**config.mk**
```make
export PLATFORM = sky130hd
export DESIGN_NAME = fifo_rr_scheduler
export DESIGN_NICKNAME = d
export VERILOG_FILES = /design/src/rtl/fifo_sched_pkg.sv /design/src/rtl/rr_priority_select.sv /design/src/rtl/fifo_rr_scheduler.sv
export SDC_FILE = /design/constraint.sdc
export NUM_CORES = 1
export LEC_CHECK = 0
export ABC_AREA = 1
export ABC_CLOCK_PERIOD_IN_PS = 5400
export CAP_MARGIN = 30
export CORE_AREA = 2 2 60 62
export CTS_CLUSTER_DIAMETER = 150
export DETAILED_ROUTE_END_ITERATION = 10
export DIE_AREA = 0 0 62 64
export GPL_TIMING_DRIVEN = 0
export PLACE_DENSITY = 0.84
export RECOVER_POWER = 100
export REMOVE_ABC_BUFFERS = 1
export SYNTH_ARGS = -nofsm -noshare
export SYNTH_HDL_FRONTEND = slang
export SYNTH_SLANG_ARGS = --single-unit
```
**constraint.sdc**
```tcl
create_clock -name clk -period 5.4 [get_ports clk]
set_clock_uncertainty 0.2 [all_clocks]
set_input_delay 1.08 -clock clk [delete_from_list [all_inputs] [get_ports clk]]
set_output_delay 1.08 -clock clk [all_outputs]
set_load 0.02 [all_outputs]
```
**src/rtl/fifo_sched_pkg.sv**
```systemverilog
// Shared types and helpers for the round-robin FIFO drain scheduler.
package fifo_sched_pkg;

  // Two-phase scheduler: pick a source, then stream a burst from it.
  typedef enum logic [0:0] {
    ARB   = 1'b0,
    BURST = 1'b1
  } sched_state_t;

  // Width of a source index; a single source still needs one bit.
  function automatic int idx_w(input int n);
    return (n > 1) ? $clog2(n) : 1;
  endfunction

  // (base + off) mod n, valid while base < n and off <= n.
  // One conditional subtract avoids a divider for non-power-of-2 n.
  function automatic int wrap_add(input int base, input int off, input int n);
    int s;
    s = base + off;
    if (s >= n) s = s - n;
    return s;
  endfunction

endpackage

```
**src/rtl/rr_priority_select.sv**
```systemverilog
// Round-robin winner search: rotate the request vector so the entry right
// after the previous grant sits at bit 0, priority-encode, then rotate the
// found position back to a real source index.
module rr_priority_select
  import fifo_sched_pkg::*;
#(
  parameter int N  = 4,
  parameter int SW = idx_w(N)
) (
  input  logic [N-1:0]  req,
  input  logic [SW-1:0] last,
  output logic          found,
  output logic [SW-1:0] winner
);

  logic [N-1:0]  rot;
  logic [SW-1:0] first;

  // Rotated view: rot[k] is the request of source (last + 1 + k) mod N.
  always_comb begin
    rot = '0;
    for (int k = 0; k < N; k++) begin
      rot[k] = req[SW'(wrap_add(int'(last), k + 1, N))];
    end
  end

  // Lowest set bit of the rotated vector is the nearest requester.
  always_comb begin
    found = 1'b0;
    first = '0;
    for (int k = N - 1; k >= 0; k--) begin
      if (rot[k]) begin
        found = 1'b1;
        first = SW'(k);
      end
    end
  end

  // Undo the rotation to recover the absolute source index.
  assign winner = SW'(wrap_add(int'(last), int'(first) + 1, N));

endmodule

```
**src/rtl/fifo_rr_scheduler.sv**
```systemverilog
// Drains NUM_SRC first-word-fall-through FIFOs onto one valid/ready stream,
// round-robin between enabled non-empty sources, up to MAX_BURST words per
// grant.
//
// Handshake: a word transfers on a rising edge where out_valid and out_ready
// are both high; the same edge pops the granted FIFO via src_read. Once
// out_valid is high, out_valid/out_data/out_src hold until that transfer,
// because only this block pops the granted FIFO.
module fifo_rr_scheduler
  import fifo_sched_pkg::*;
#(
  parameter int NUM_SRC   = 4,
  parameter int WIDTH     = 16,
  parameter int MAX_BURST = 4
) (
  input  logic                        clk,
  input  logic                        rst,
  input  logic [NUM_SRC-1:0]          src_empty,
  input  logic [NUM_SRC*WIDTH-1:0]    src_data,
  output logic [NUM_SRC-1:0]          src_read,
  input  logic [NUM_SRC-1:0]          src_enable,
  output logic                        out_valid,
  input  logic                        out_ready,
  output logic [WIDTH-1:0]            out_data,
  output logic [idx_w(NUM_SRC)-1:0]   out_src,
  output logic                        out_last
);

  localparam int SW = idx_w(NUM_SRC);
  localparam int CW = $clog2(MAX_BURST + 1);
  localparam logic [CW-1:0] LAST_BEAT = CW'(MAX_BURST - 1);

  sched_state_t      state;
  logic [SW-1:0]     grant;
  logic [SW-1:0]     last_grant;
  logic [CW-1:0]     beat_cnt;

  logic [NUM_SRC-1:0] req;
  logic               found;
  logic [SW-1:0]      winner;
  logic [WIDTH-1:0]   words [NUM_SRC];
  logic               handshake;

  // Only enabled sources holding data compete for the next grant.
  assign req = src_enable & ~src_empty;

  rr_priority_select #(
    .N  (NUM_SRC),
    .SW (SW)
  ) u_select (
    .req    (req),
    .last   (last_grant),
    .found  (found),
    .winner (winner)
  );

  // Split the flattened source data bus into one word per source.
  always_comb begin
    for (int i = 0; i < NUM_SRC; i++) begin
      words[i] = src_data[i*WIDTH +: WIDTH];
    end
  end

  // Output stream follows the granted FIFO head while bursting. Reset
  // suppresses valid and read so a word under reset stays in its FIFO.
  always_comb begin
    out_valid = (state == BURST) && !src_empty[grant] && !rst;
    handshake = out_valid && out_ready;
    out_data  = words[grant];
    out_src   = grant;
    out_last  = out_valid && (beat_cnt == LAST_BEAT);
    src_read  = '0;
    if (handshake) begin
      src_read[grant] = 1'b1;
    end
  end

  // Scheduler FSM: ARB picks the next source (always at least one cycle),
  // BURST streams from it until MAX_BURST words or the source runs dry.
  always_ff @(posedge clk) begin
    if (rst) begin
      state      <= ARB;
      grant      <= '0;
      last_grant <= SW'(NUM_SRC - 1);
      beat_cnt   <= '0;
    end else begin
      case (state)
        ARB: begin
          if (found) begin
            grant    <= winner;
            beat_cnt <= '0;
            state    <= BURST;
          end
        end
        BURST: begin
          if (!out_valid) begin
            // Source drained: end the burst early, no pop this cycle.
            state      <= ARB;
            last_grant <= grant;
          end else if (out_ready) begin
            beat_cnt <= beat_cnt + CW'(1);
            if (beat_cnt == LAST_BEAT) begin
              state      <= ARB;
              last_grant <= grant;
            end
          end
        end
        default: state <= ARB;
      endcase
    end
  end

endmodule
```
After elaboration in Yosys (flattened, before gate mapping):

Cells that the tools add are included.

* flip-flop bits (word level): 8
* word-level logic and storage cells: 93
* output and inout port bits: 24

* order comparisons: 12
* equal/unequal tests: 6
* add/sub/neg operators: 12
* mux-type cells: 45
* reduce and logical (&&, ||, !) cells: 10
* bitwise logic cells: 4

Operator list (number)
* $bmux 16 s2: 1
* $ge 32x4->1 const B: 1
* $mux 16: 2
* $mux 2: 12
* $mux 1: 18
* $lt 2x4->1 const B: 4
* $ge 3x3->1 const B: 4
* $bmux 1 s2: 5
* $sub 2x1->2 const B: 5
* $mux 3: 3
* $add 2x1->3 const B: 2
* $add 2x2->3 const B: 2
* $ne 2x2->1 const B: 3
* $pmux 3 s2: 1
* $reduce_and 3->1: 2
* $logic_and 1x1->1: 5
* $add 2x3->4: 1
* $add 2x3->4 const B: 1
* $and 4x4->4: 1
* $ge 4x3->1 const B: 1
* $mux 4: 1
* $ne 2x1->1 const B: 2
* $not 4->4: 1
* $add 3x1->3 const B: 1
* other kinds (9): 10

Logic depth before layout (Yosys ltp):

Gate-level depths: netlist (run 1).

* depth in word-level cells: 14
* gate-level depth with buffers: 16
* gate-level depth less buffers: 15

Cells and area by module:

A second synthesis (run 1) with hierarchy kept.

* cells, all modules: 203
* area total of the unflattened synthesis: 1172.4 µm²

By module, submodules not included
* fifo_rr_scheduler: sequential area each 160.2 µm², instances 1, cells an instance 146, area each 899.6 µm²
* rr_priority_select: sequential area each 0.0 µm², instances 1, cells an instance 57, area each 272.8 µm²

Worst setup path before layout (run 1):

OpenSTA, ideal clock, no wires.

* kind: input port to output port
* start point: input port rst
* end point: output port src_read[0]
* stages: 5
* arrival time: 2103 ps
* slack: 2017 ps
* path buffers: 0
* cells stage by stage: inv_1 -> nand3_2 -> nor2_4 -> nand2_4 -> nor3_1

* longest elaborated chain between the ends: 4

Ends and longest elaborated chain
* from (decl): RTL line fifo_rr_scheduler.sv:17 `input logic rst,`
* $logic_not 1->1: RTL line fifo_rr_scheduler.sv:67 `out_valid = (state == BURST) && !src_empty[grant] && !rst;`
* $logic_and 1x1->1: RTL line fifo_rr_scheduler.sv:67
* named net out_valid: RTL line fifo_rr_scheduler.sv:22 `output logic out_valid,`
* $logic_and 1x1->1: RTL line fifo_rr_scheduler.sv:68 `handshake = out_valid && out_ready;`
* $mux 4: RTL line fifo_rr_scheduler.sv:73 `if (handshake) begin`
* to (decl): RTL line fifo_rr_scheduler.sv:20 `output logic [NUM_SRC-1:0] src_read,`

The timed path passes the listed nets, and every way through them passes these cells.

Worst setup path in the final report (run 1):

* start point: register grant[0], in the netlist out_src[0]
* end point: output port src_read[1]

* longest elaborated chain between the ends: 7
* elaborated cells on any way between the ends: 12
* classes of those cells: 2 x order compare; 5 x mux; 5 x reduce/logical

Ends and longest elaborated chain
* from (decl): RTL line fifo_rr_scheduler.sv:34 `logic [SW-1:0] grant;`
* from (signal assigned): RTL line fifo_rr_scheduler.sv:90 `grant <= winner;`
* parallel branches: the longest is 6 deep, another holds $lt 2x3->1
* $mux 4 (*): RTL line fifo_rr_scheduler.sv:73

Mark *: on every way between the ends. The select of a mux whose other input is x is not followed.

==> run summary, run 1 <==
The run finished with clean final reports. Setup repair after global routing left no endpoint under its margin. STA classifies the critical path startpoint as a register. The number of distinct library cells after synthesis came out at 30. The total count of hold-check failures in the final report is 0.

The routed via count divided by cell count came out at a little over 5. The total number of clock tree sinks is 8. The H-tree depth reported by CTS came out at 1. The worst hold path terminates at beat_cnt[0]$_SDFFE_PP0P_. Sorting the synthesized cells by how often they occur yields nand3_1 (59), nand2_1 (32), a22oi_1 (16).

between 90 and 100 I/O pins were placed. The slowest stage of the critical path is the dfxtp_1 cell. Post-CTS timing repair inserted 0 buffers for setup.

The clock-pin slew reported for the worst setup and hold paths after clock tree synthesis came out at approximately 0.050 ns. The overall die width is 62 um. The final HPWL from detailed placement came out at ~3.4 mm. The final critical delay including setup and external delays is just under 5 ns. The async set or reset register ratio after synthesis is 0. The path depth of the worst reg2reg path is 9. Dividing the final minimum period by the clock period gives 0.900.

The cell area power density is between 300 and 400 nW/um^2. The final RePlAce weighted congestion came out at between 0.7 and 0.8. The number of iterations in the first detailed-routing pass is 4. The average footprint of a synthesized cell is 5.96 um^2.

The starting density of the core came out at 0.323. The worst hold path begins at beat_cnt[0]$_SDFFE_PP0P_. The aggregate negative setup slack is 0 ns. The worst supply voltage drop on vdd came out at approximately 180 uV. The required time reported for the critical path endpoint came out at 4.12 ns. At the pin with the least slew margin, the transition time is about 0.75 ns. The worst reg-to-reg setup slack is around 2.2 ns. The wire length per cell after detailed routing is 13.6 um. The data arrival time of the critical path is 3.58 ns. In this design, the stage delay of the slowest critical-path cell is around 0.80 ns.

The die outline area came out at roughly 4000 um^2. The total clock buffers created by CTS came out at 3. The final count of negative-setup-slack endpoints is 0. The detailed router finished its first iteration with between 100 and 150 violations. The share of post-route cells with drive strength above 1 is 0.0560. The initial antenna violation count came out at 0.

The final-layout fill cell count is 288. The maximum number of pins on one net before global-route repair came out at 26. The cell area after technology mapping came out at 1060 um^2. The worst setup path is of the reg2out kind. The headroom to the max-slew limit is 0.499. After clock tree synthesis, the repair step resized 0 gates. The global-route wire length before repair is 6.44 mm. The total vias in the final route is around 1,600. The multi-input combinational cells in the finished layout cover a total of slightly below 800 um^2. The count of input and output buffers came out at 98. The count of flip-flops with a built-in enable after synthesis is 0. The area inside the core boundary came out at approximately 3300 um^2. For this run, the total global-route usage over all layers was measured as 0.208.

The leakage power total came out at 0.892 nW. The total grt overflow came out at 0. The number of placed cells counting well taps came out at between 300 and 400.

The count of nets left with antenna violations once routing finished came out at 0. The total number of yosys warnings came out at 0. The most critical setup path has its startpoint at out_src[0]$_SDFFE_PP0P_.

Among all cell types in the netlist, the one instantiated most often is nand3_1. The CTS tree is built. Across the run, the number of max-cap violations was 0. The area used by sequential logic in the layout is ~160 um^2. The clock network latency to the later pin of the worst-skew pair is roughly 0.25 ns. The startpoint of the lowest-slack register-to-register path is out_src[0]$_SDFFE_PP0P_. The hold-fix buffer count after cts came out at 0.

Traced cell by cell, the critical path runs through inv_1, nor2_2, nand2_1, o211ai_1, nor2_4, nand2_4, nor3_1, dlygate4sd3_1. The final hold slack came out at 0.272 ns. The sequential-to-total area share from yosys stat is 0.151. The number of global-route vias before repair is 1,422. The endpoint identified for the worst register-to-register timing path is last_grant[0]$_SDFFE_PP1P_. The post-detailed-routing wire length came out at 4.27 mm. The cell sitting at the root of the clock tree is a clkbuf_4. nand3_1 takes more of the synthesized area than any other cell. By area the synthesized netlist is led by nand3_1 (28%), dfxtp_1 (15%), a22oi_1 (11%), nand2_1 (11%), inv_1 (4.6%). The share of synthesized area in the top cell type comes to 0.278. The highest fanout seen on the critical path came out at 22. From synthesis to final layout, the design area changed by 96.6%. The number of antenna cells inserted came out at 0.

The remaining routing DRC violations is 0. The total number of nets in the final design is 348. The non-filler instance count after layout came out at about 310. The chip height came out at ~64 um. STA classifies the critical path endpoint as an output pin.

Synthesis handed over a netlist of around 180 instances. In the synthesized netlist the dominant register cell turns out to be dfxtp_1. In this run the core area contains 21 standard-cell rows. The number of cells on the worst hold path is 1. The path class of the tightest hold or removal check is reg2reg. The count of state elements after synthesis came out at 8. The max-slew violation count came out at 0. The maximum achievable frequency is between 200 and 250 MHz. The clock tree buffer depth is 2.
[worst max-delay path, delay by kind of cell (launching register included)]
family / cells / cell delay [ns]
AO/OA/AOI/OAI: 1 / 0.20
buffers and inverters: 2 / 1.25
flip-flops: 1 / 0.80
AND/OR/NAND/NOR: 5 / 1.06
[layer usage]
| metal | routed length, um | global-route usage |
|---|---|---|
| met5 | 0 | 0 |
| met4 | 76 | 0.0638 |
| met3 | 461 | 0.0405 |
| met2 | 2070 | 0.368 |
| met1 | 1660 | 0.242 |
[logic make-up (layout without fill, tap and decap cells)]
logic type	after synthesis	after routing	synth area share
AO/OA/AOI/OAI	26	26	0.177
adder cells (fa/ha/maj)	3	3	0.0354
AND/OR/NAND/NOR	111	111	0.501
XOR/XNOR	3	3	0.0248
buffers and inverters	27	117	0.111
flip-flops	8	8	0.151
[power by group]
| part | internal (mW) | switching, mW |
|---|---|---|
| Clock | 0.0254 | 0.0198 |
| Combinational | 0.267 | 0.337 |
| Sequential | 0.0757 | 0.0511 |
| Total | 0.368 | 0.408 |
[worst max path at each step]
stage,cells after the start,to,slack [ns]
6_report,8,src_read[1],0.54
5_1_grt,8,src_read[1],0.18
4_1_cts,8,src_read[1],0.63
3_5_place_dp,8,src_read[1],0.92
3_3_place_gp,8,src_read[1],0.81
2_1_floorplan,6,src_read[0],1.74
[layout by cell type, fill, tap and decap left out, types with 2 or more instances in the layout]
master,n
inv_1,13
a21oi_1,3
nor3_1,4
o211ai_1,3
clkbuf_4,3
ha_1,3
nor2_1,7
clkdlybuf4s50_1,73
dfxtp_1,8
o21ai_0,2
dlygate4sd3_1,25
nand2_1,32
nand3_1,59
xor2_1,2
nor2_2,2
nand2_2,2
a22oi_1,16
[layout make-up]
cell class	instances	area share
repair buffers	99	0.484
multi-input cells	143	0.373
flip-flops and latches	8	0.0768
inverters	15	0.0282
well taps	46	0.0276
clock buffers	3	0.0108
[registers in the layout, summed over array words and instances (netlist names)]
signal / count
beat_cnt: 3
last_grant: 2
out_src: 2
state: 1
[per-stage QoR]
step                instance area [um^2]  total power, mW  worst slack (ns)  utilization
floorplan                           1000            0.478              1.74            -
global placement                    2040            0.737             0.809        0.621
detailed placement                  2070            0.765             0.921        0.630
CTS                                 2090            0.813             0.633        0.637
global route                        2090            0.851             0.179        0.635
finish                              2090            0.776             0.540        0.635
Power figures use the tool's default switching activity.
==> run 2: changes to the inputs <==
--- a/config.mk
+++ b/config.mk
@@ -8,12 +8,13 @@
 export ABC_AREA = 1
 export ABC_CLOCK_PERIOD_IN_PS = 5400
 export CAP_MARGIN = 30
-export CORE_AREA = 2 2 60 62
+export CORE_AREA = 2 2 43 45
 export CTS_CLUSTER_DIAMETER = 150
 export DETAILED_ROUTE_END_ITERATION = 10
-export DIE_AREA = 0 0 62 64
+export DIE_AREA = 0 0 45 47
+export DONT_BUFFER_PORTS = 1
 export GPL_TIMING_DRIVEN = 0
-export PLACE_DENSITY = 0.84
+export PLACE_DENSITY = 0.81
 export RECOVER_POWER = 100
 export REMOVE_ABC_BUFFERS = 1
 export SYNTH_ARGS = -nofsm -noshare
==> run 2 against run 1 <==
  * Flip-flop and latch count did not move
  * Maximum frequency rose by 3.1%
  * Sequential share of layout area rose by 7.7 points
  * Cell count fell by 40%
  * Critical endpoint is now src_read[0]
  * Clock-buffer cell count did not move
  * Critical path type unchanged
==> run summary, run 2 (synthesis results as in run 1) <==
The global-route wire length before repair is 3.92 mm (-39%). The net switching power was 0.378 mW (-7.2%). The total number of clock tree sinks is 8 (unchanged).

The leakage power total is 0.466 nW (-48%). Setup repair after global routing left no endpoint under its margin. The wire length per cell after detailed routing was 16.6 um (+22%).

The combinational share of power is 0.704 (-0.074). The area inside the core boundary is 1650 um^2 (-50%). The end-of-flow core utilization was 0.633 (-0.00247). The number of iterations in the first detailed-routing pass is 4 (unchanged). The number of antenna-violating nets in the routed design is 0 (unchanged). The flow ran to the end, and the final reports show no timing, DRC or antenna violations. STA classifies the critical path startpoint as a register. The required time reported for the critical path endpoint was 4.12 ns (about the same).

In this run the worst hold path is classified as reg2reg. The overall die width is 45 um (-27%). The switching part of the total power was 0.635 (+0.109).

The worst-margin pin slew is 1.06 ns (+0.310 ns). The highest fanout seen on the critical path is 21 (-4.5%). The starting density of the core is 0.642 (+0.319).

The H-tree depth reported by CTS came to 1 (unchanged). The number of flip-flops in the largest register came out at 3 (unchanged). The clock network latency to the later pin of the worst-skew pair came out at 0.26 ns (about the same).

The final critical-path share of the clock period came to 0.873 (-0.0275). The final HPWL from detailed placement came to 2.39 mm (-29%). The final hold slack came out at 0.282 ns (+0.00994 ns). The routed via count divided by cell count came out at 6.94 (+37%). The worst setup path is captured at an output pin. The final RePlAce weighted congestion was 0.793 (+5.4%). The aggregate negative setup slack came out at 0 ns (unchanged). The die outline area came out at 2120 um^2 (-47%). The area growth from synthesis to layout is -1.53%. The signal on the critical path passes through clkbuf_1, nor2_2, nand2_1, o211ai_1, nor2_4, nand2_4, nor3_1. The data arrival time of the critical path is 3.43 ns (-0.15 ns). The count of input and output buffers is 0 (-100%).

The final-layout fill cell count came to 157 (-45%). The initial antenna violation count came out at 0 (unchanged). Leaving out fill and tap cells, the most frequent cells in the layout are nand3_1 (59), nand2_1 (32), a22oi_1 (16), inv_1 (13), dfxtp_1 (8).

The total number of nets in the final design was 250 (-28%). The number of placed cells counting well taps came out at 184 (-41%). The worst supply voltage drop on vdd is 325 uV (+76%). The longest individual stage delay on the worst path is 0.85 ns (+0.05 ns). The total vias in the final route came to 1,297 (-18%). The number of buffer and inverter instances along the worst setup path is 1 (-1). The buffers inserted during post-CTS setup optimization is 0 (unchanged). The final count of negative-setup-slack endpoints came to 0 (unchanged).

The number of global-route vias before repair was 906 (-36%). The critical path in this run is classified as reg2out. The sum of internal, switching and leakage power came out at 0.596 mW (-23%). The clock-pin slew reported for the worst setup and hold paths after clock tree synthesis is 0.06 ns (about the same). The max-cap check violation count was 0 (unchanged). The number of antenna cells inserted came out at 0 (unchanged). The maximum achievable frequency came out at 212 MHz (+3.1%).

The max-slew violation count is 0 (unchanged). The largest delay contributor family on the critical path is simple AND/OR/NAND/NOR gates. The clock tree buffer depth is 2 (unchanged).

The chip height came out at 47 um (-27%). The total grt overflow came out at 0 (unchanged). Leaving out fill and tap cells, the most frequent cell in the layout is nand3_1. The final critical delay including setup and external delays is 4.71 ns (-0.148 ns). The hold-fix buffer count after cts came out at 0 (unchanged). The all-layer global routing usage is 0.262 (+0.0538). The internal power of the cells came to 0.218 mW (-41%). The share of post-route cells with drive strength above 1 was 0.0824 (+0.0264). The portion of total power attributed to sequential cells came out at 0.216 (+0.053). CTS placed an instance of clkbuf_4 at the clock tree root. The headroom to the max-slew limit was 0.292 (-0.206). The non-filler instance count after layout is 187 (-40%).

The initial DRC count is 44 (-65%). The post-detailed-routing wire length came to 3.10 mm (-27%). The total clock buffers created by CTS came to 3 (unchanged). The total count of hold-check failures in the final report was 0 (unchanged).

The cell area power density is 571 nW/um^2 (+53%). The post-CTS resize count is 0 (unchanged). The top-level port count is 99 (unchanged). The maximum number of pins on one net before global-route repair came out at 23 (-12%). The clock share of power was 0.080 (+0.022). The standard cell with the maximum stage delay on the critical path is clkbuf_1. The number of placement rows came out at 15 (-29%). TritonCTS built the clock tree.

The remaining routing DRC violations came out at 0 (unchanged). The register with the most flip-flops is beat_cnt.
run 2: metrics by stage:
stage                     setup slack, ns  cell area [um^2]
final                               0.688              1040
after CTS                            1.05              1070
after global routing                0.477              1040
after floorplan                      1.74              1000
after detailed placement             1.33              1050
after global placement               1.32              1020
run 2: final cells by class:
cell class | instances | area [um^2] | area share
inverter | 15 | 58.8 | 0.0563
clock buffer | 3 | 22.5 | 0.0216
timing repair buffer | 1 | 3.75 | 0.00359
tap | 17 | 21.3 | 0.0204
sequential | 8 | 160 | 0.153
multi-input combinational | 143 | 778 | 0.745
run 2: power by group through the flow:
| stage | logic [mW] | clock network, mW | registers, mW |
|---|---|---|---|
| after floorplan | 0.345 | 0 | 0.133 |
| after global placement | 0.386 | 0 | 0.145 |
| after detailed placement | 0.432 | 0 | 0.132 |
| after CTS | 0.435 | 0.0475 | 0.130 |
| after global routing | 0.467 | 0.0506 | 0.134 |
| final | 0.420 | 0.0479 | 0.129 |
run 2: path summary, 6_finish.rpt:
kind	from	to	slack, ns	cells after the start
max	out_src[1]$_SDFFE_PP0P_	src_read[0]	0.69	7
min	beat_cnt[2]$_SDFFE_PP0P_	beat_cnt[2]$_SDFFE_PP0P_	0.28	2
max reg2reg	out_src[0]$_SDFFE_PP0P_	beat_cnt[0]$_SDFFE_PP0P_	1.92	9
min reg2reg	beat_cnt[2]$_SDFFE_PP0P_	beat_cnt[2]$_SDFFE_PP0P_	0.28	2
run 2: routing by layer:
layer | global-route usage | up-vias | wire [um]
met3 | 0.0423 | 7 | 294
li1 | - | 612 | -
met4 | 0.159 | 0 | 68
met2 | 0.471 | 80 | 1630
met5 | 0 | - | 0
met1 | 0.290 | 598 | 1110
run 2: worst reg2reg max path: stages (launching register included):
cell,delay (ns)
dfxtp_1,0.93
inv_1,0.59
nor2_2,0.69
nand2_1,0.11
o211ai_1,0.21
nor2_4,0.12
nand2_4,0.13
inv_1,0.07
o21ai_0,0.23
a21oi_1,0.08
==> run 3: changes to the inputs <==
--- a/config.mk
+++ b/config.mk
@@ -7,16 +7,18 @@
 export LEC_CHECK = 0
 export ABC_AREA = 1
 export ABC_CLOCK_PERIOD_IN_PS = 5400
-export CAP_MARGIN = 30
+export CAP_MARGIN = 20
 export CORE_AREA = 2 2 43 45
 export CTS_CLUSTER_DIAMETER = 150
 export DETAILED_ROUTE_END_ITERATION = 10
 export DIE_AREA = 0 0 45 47
 export DONT_BUFFER_PORTS = 1
 export GPL_TIMING_DRIVEN = 0
+export MAX_ROUTING_LAYER = met4
 export PLACE_DENSITY = 0.81
 export RECOVER_POWER = 100
 export REMOVE_ABC_BUFFERS = 1
+export SETUP_SLACK_MARGIN = 0.3
 export SYNTH_ARGS = -nofsm -noshare
 export SYNTH_HDL_FRONTEND = slang
 export SYNTH_SLANG_ARGS = --single-unit
==> run 3 against run 2 <==
  * Critical path type unchanged
  * Combinational power is essentially flat
  * Worst setup slack gained 0.0029 ns
  * Total power grew 0.31%
  * Via count grew 1.5%
  * Critical path depth is the same
  * Cell count is the same
  * Non-clock buffer count is the same
  * First-iteration DRC count shrank 11%
==> run summary, run 3 (synthesis results as in run 1) <==
The run finished with clean final reports. The starting density of the core is 0.642 (unchanged). The hold-fix buffer count after cts is 0 (unchanged).

met2 is the most crowded layer. The largest individual stage delay along the critical path comes from the cell clkbuf_1. The number of iterations in the first detailed-routing pass came out at 4 (unchanged).

The share of post-route cells with drive strength above 1 is 0.0824 (unchanged). The global-route met3 utilization came out at 0.0423 (unchanged). The die outline area came out at 2120 um^2 (unchanged). The library cell used most frequently in the layout, excluding fill and tap cells, is nand3_1. The all-layer global routing usage is 0.271 (+0.00866). The buffer type at the clock tree root is clkbuf_4. The remaining routing DRC violations came out at 0 (unchanged). STA classifies the critical path endpoint as an output pin.

In this design, the largest share of critical-path delay is due to simple AND/OR/NAND/NOR gates. The critical path is of the reg2out type. The aggregate negative setup slack came out at 0 ns (unchanged).

The count of input and output buffers came out at 0 (unchanged). The worst-margin pin slew came out at 1.06 ns (-0.000120 ns). Setup repair after global routing left no endpoint under its margin. The worst supply voltage drop on vdd came out at 325 uV (about the same).

The top-level port count came out at 99 (unchanged). The cell area power density came out at 572 nW/um^2 (+0.31%). The met1 usage in global routing is 0.290 (unchanged). The headroom to the max-slew limit is 0.292 (about the same). In this run the worst hold path is classified as reg2reg. The highest fanout seen on the critical path was 21 (unchanged).

The leakage power total came to 0.466 nW (unchanged). The total count of hold-check failures in the final report is 0 (unchanged). The number of placement rows came out at 15 (unchanged). The data arrival time of the critical path came out at 3.43 ns (about the same).

The post-CTS resize count came out at 0 (unchanged). The number of antenna cells inserted is 0 (unchanged). The max-slew violation count is 0 (unchanged). The non-filler instance count after layout came to 187 (unchanged).

The area inside the core boundary is 1650 um^2 (unchanged). The total clock buffers created by CTS was 3 (unchanged). The number of flip-flops in the largest register came out at 3 (unchanged). The final critical delay including setup and external delays is 4.71 ns (-0.00285 ns).

The longest individual stage delay on the worst path is 0.85 ns (about the same). The worst reg-to-reg setup slack came out at 1.92 ns (about the same). The area growth from synthesis to layout is -1.53% (unchanged). The clock tree buffer depth is 2 (unchanged).

Walking the worst path, the cells encountered are clkbuf_1, nor2_2, nand2_1, o211ai_1, nor2_4, nand2_4, nor3_1. The chip height is 47 um (unchanged). The overall die width came out at 45 um (unchanged). The number of antenna-violating nets in the routed design came to 0 (unchanged). The initial antenna violation count came out at 0 (unchanged).

The clock-pin slew reported for the worst setup and hold paths after clock tree synthesis came to 0.06 ns (about the same). The number of placed cells counting well taps is 184 (unchanged). The post-detailed-routing wire length is 3.12 mm (+0.52%). The total number of clock tree sinks came to 8 (unchanged). The final RePlAce weighted congestion came out at 0.804 (+1.4%).

The total number of nets in the final design came out at 250 (unchanged). TritonCTS built the clock tree. The max-cap check violation count is 0 (unchanged). The wire length per cell after detailed routing came out at 16.7 um (+0.52%). The global-route track usage on met2 came out at 0.471 (unchanged).

The register with the most flip-flops in the final layout is beat_cnt. The required time reported for the critical path endpoint was 4.12 ns (about the same). The maximum achievable frequency came to 212 MHz (about the same). The final count of negative-setup-slack endpoints came out at 0 (unchanged). The clock network latency to the later pin of the worst-skew pair is 0.26 ns (about the same). The buffers inserted during post-CTS setup optimization came out at 0 (unchanged). The worst setup path is launched from a register. The maximum number of pins on one net before global-route repair came out at 23 (unchanged). The total grt overflow is 0 (unchanged). The final critical-path share of the clock period is 0.872 (about the same). The number of global-route vias before repair came out at 906 (unchanged).

The routed via count divided by cell count is 7.04 (+1.5%). The H-tree depth reported by CTS came out at 1 (unchanged). The final HPWL from detailed placement is 2.39 mm (unchanged). The total vias in the final route came out at 1,316 (+1.5%). The global-route wire length before repair came to 3.92 mm (unchanged). The library cells used most frequently in the layout, excluding fill and tap cells, are nand3_1 (59), nand2_1 (32), a22oi_1 (16), inv_1 (13), dfxtp_1 (8). The initial DRC count is 39 (-11%). The number of buffer and inverter instances along the worst setup path came out at 1 (unchanged).
-- run 3: final cells by class --
type	count	area, um^2
clock buffer	3	22.5
multi-input combinational	143	778
timing repair buffer	1	3.75
sequential	8	160
tap	17	21.3
fill	157	607
inverter	15	58.8
-- run 3: worst min-delay path, stage by stage, from the launching register on --
cell and delay [ns]:
dfxtp_1 0.31, nand3_1 0.09, a21oi_2 0.05
-- run 3: per-stage QoR --
step / total power, mW / utilization / hold slack (ns) / area, um^2 / setup WS, ns
floorplan: 0.478 / - / 0.232 / 1000 / 1.74
global placement: 0.530 / 0.620 / 0.251 / 1020 / 1.32
detailed placement: 0.564 / 0.636 / 0.270 / 1050 / 1.33
CTS: 0.612 / 0.650 / 0.286 / 1070 / 1.05
global route: 0.652 / 0.633 / 0.300 / 1040 / 0.477
finish: 0.598 / 0.633 / 0.282 / 1040 / 0.691
-- run 3: layer usage --
layer	up-vias	routed length [um]
li1	613	-
met1	607	1120
met2	89	1630
met3	7	298
met4	0	68
met5	-	0
-- run 3: worst paths after layout --
check / cells after the start / endpoint / start
hold / removal: 2 / beat_cnt[2]$_SDFFE_PP0P_ / beat_cnt[2]$_SDFFE_PP0P_
setup / recovery: 7 / src_read[0] / out_src[1]$_SDFFE_PP0P_
setup reg to reg: 9 / beat_cnt[0]$_SDFFE_PP0P_ / out_src[0]$_SDFFE_PP0P_
hold reg to reg: 2 / beat_cnt[2]$_SDFFE_PP0P_ / beat_cnt[2]$_SDFFE_PP0P_
-- run 3: where the power goes --
group	leakage (nW)	switching, mW	internal, mW
clock	0.0138	0.0222	0.0256
sequential	0.0658	0.0529	0.0757
combinational	0.386	0.305	0.117
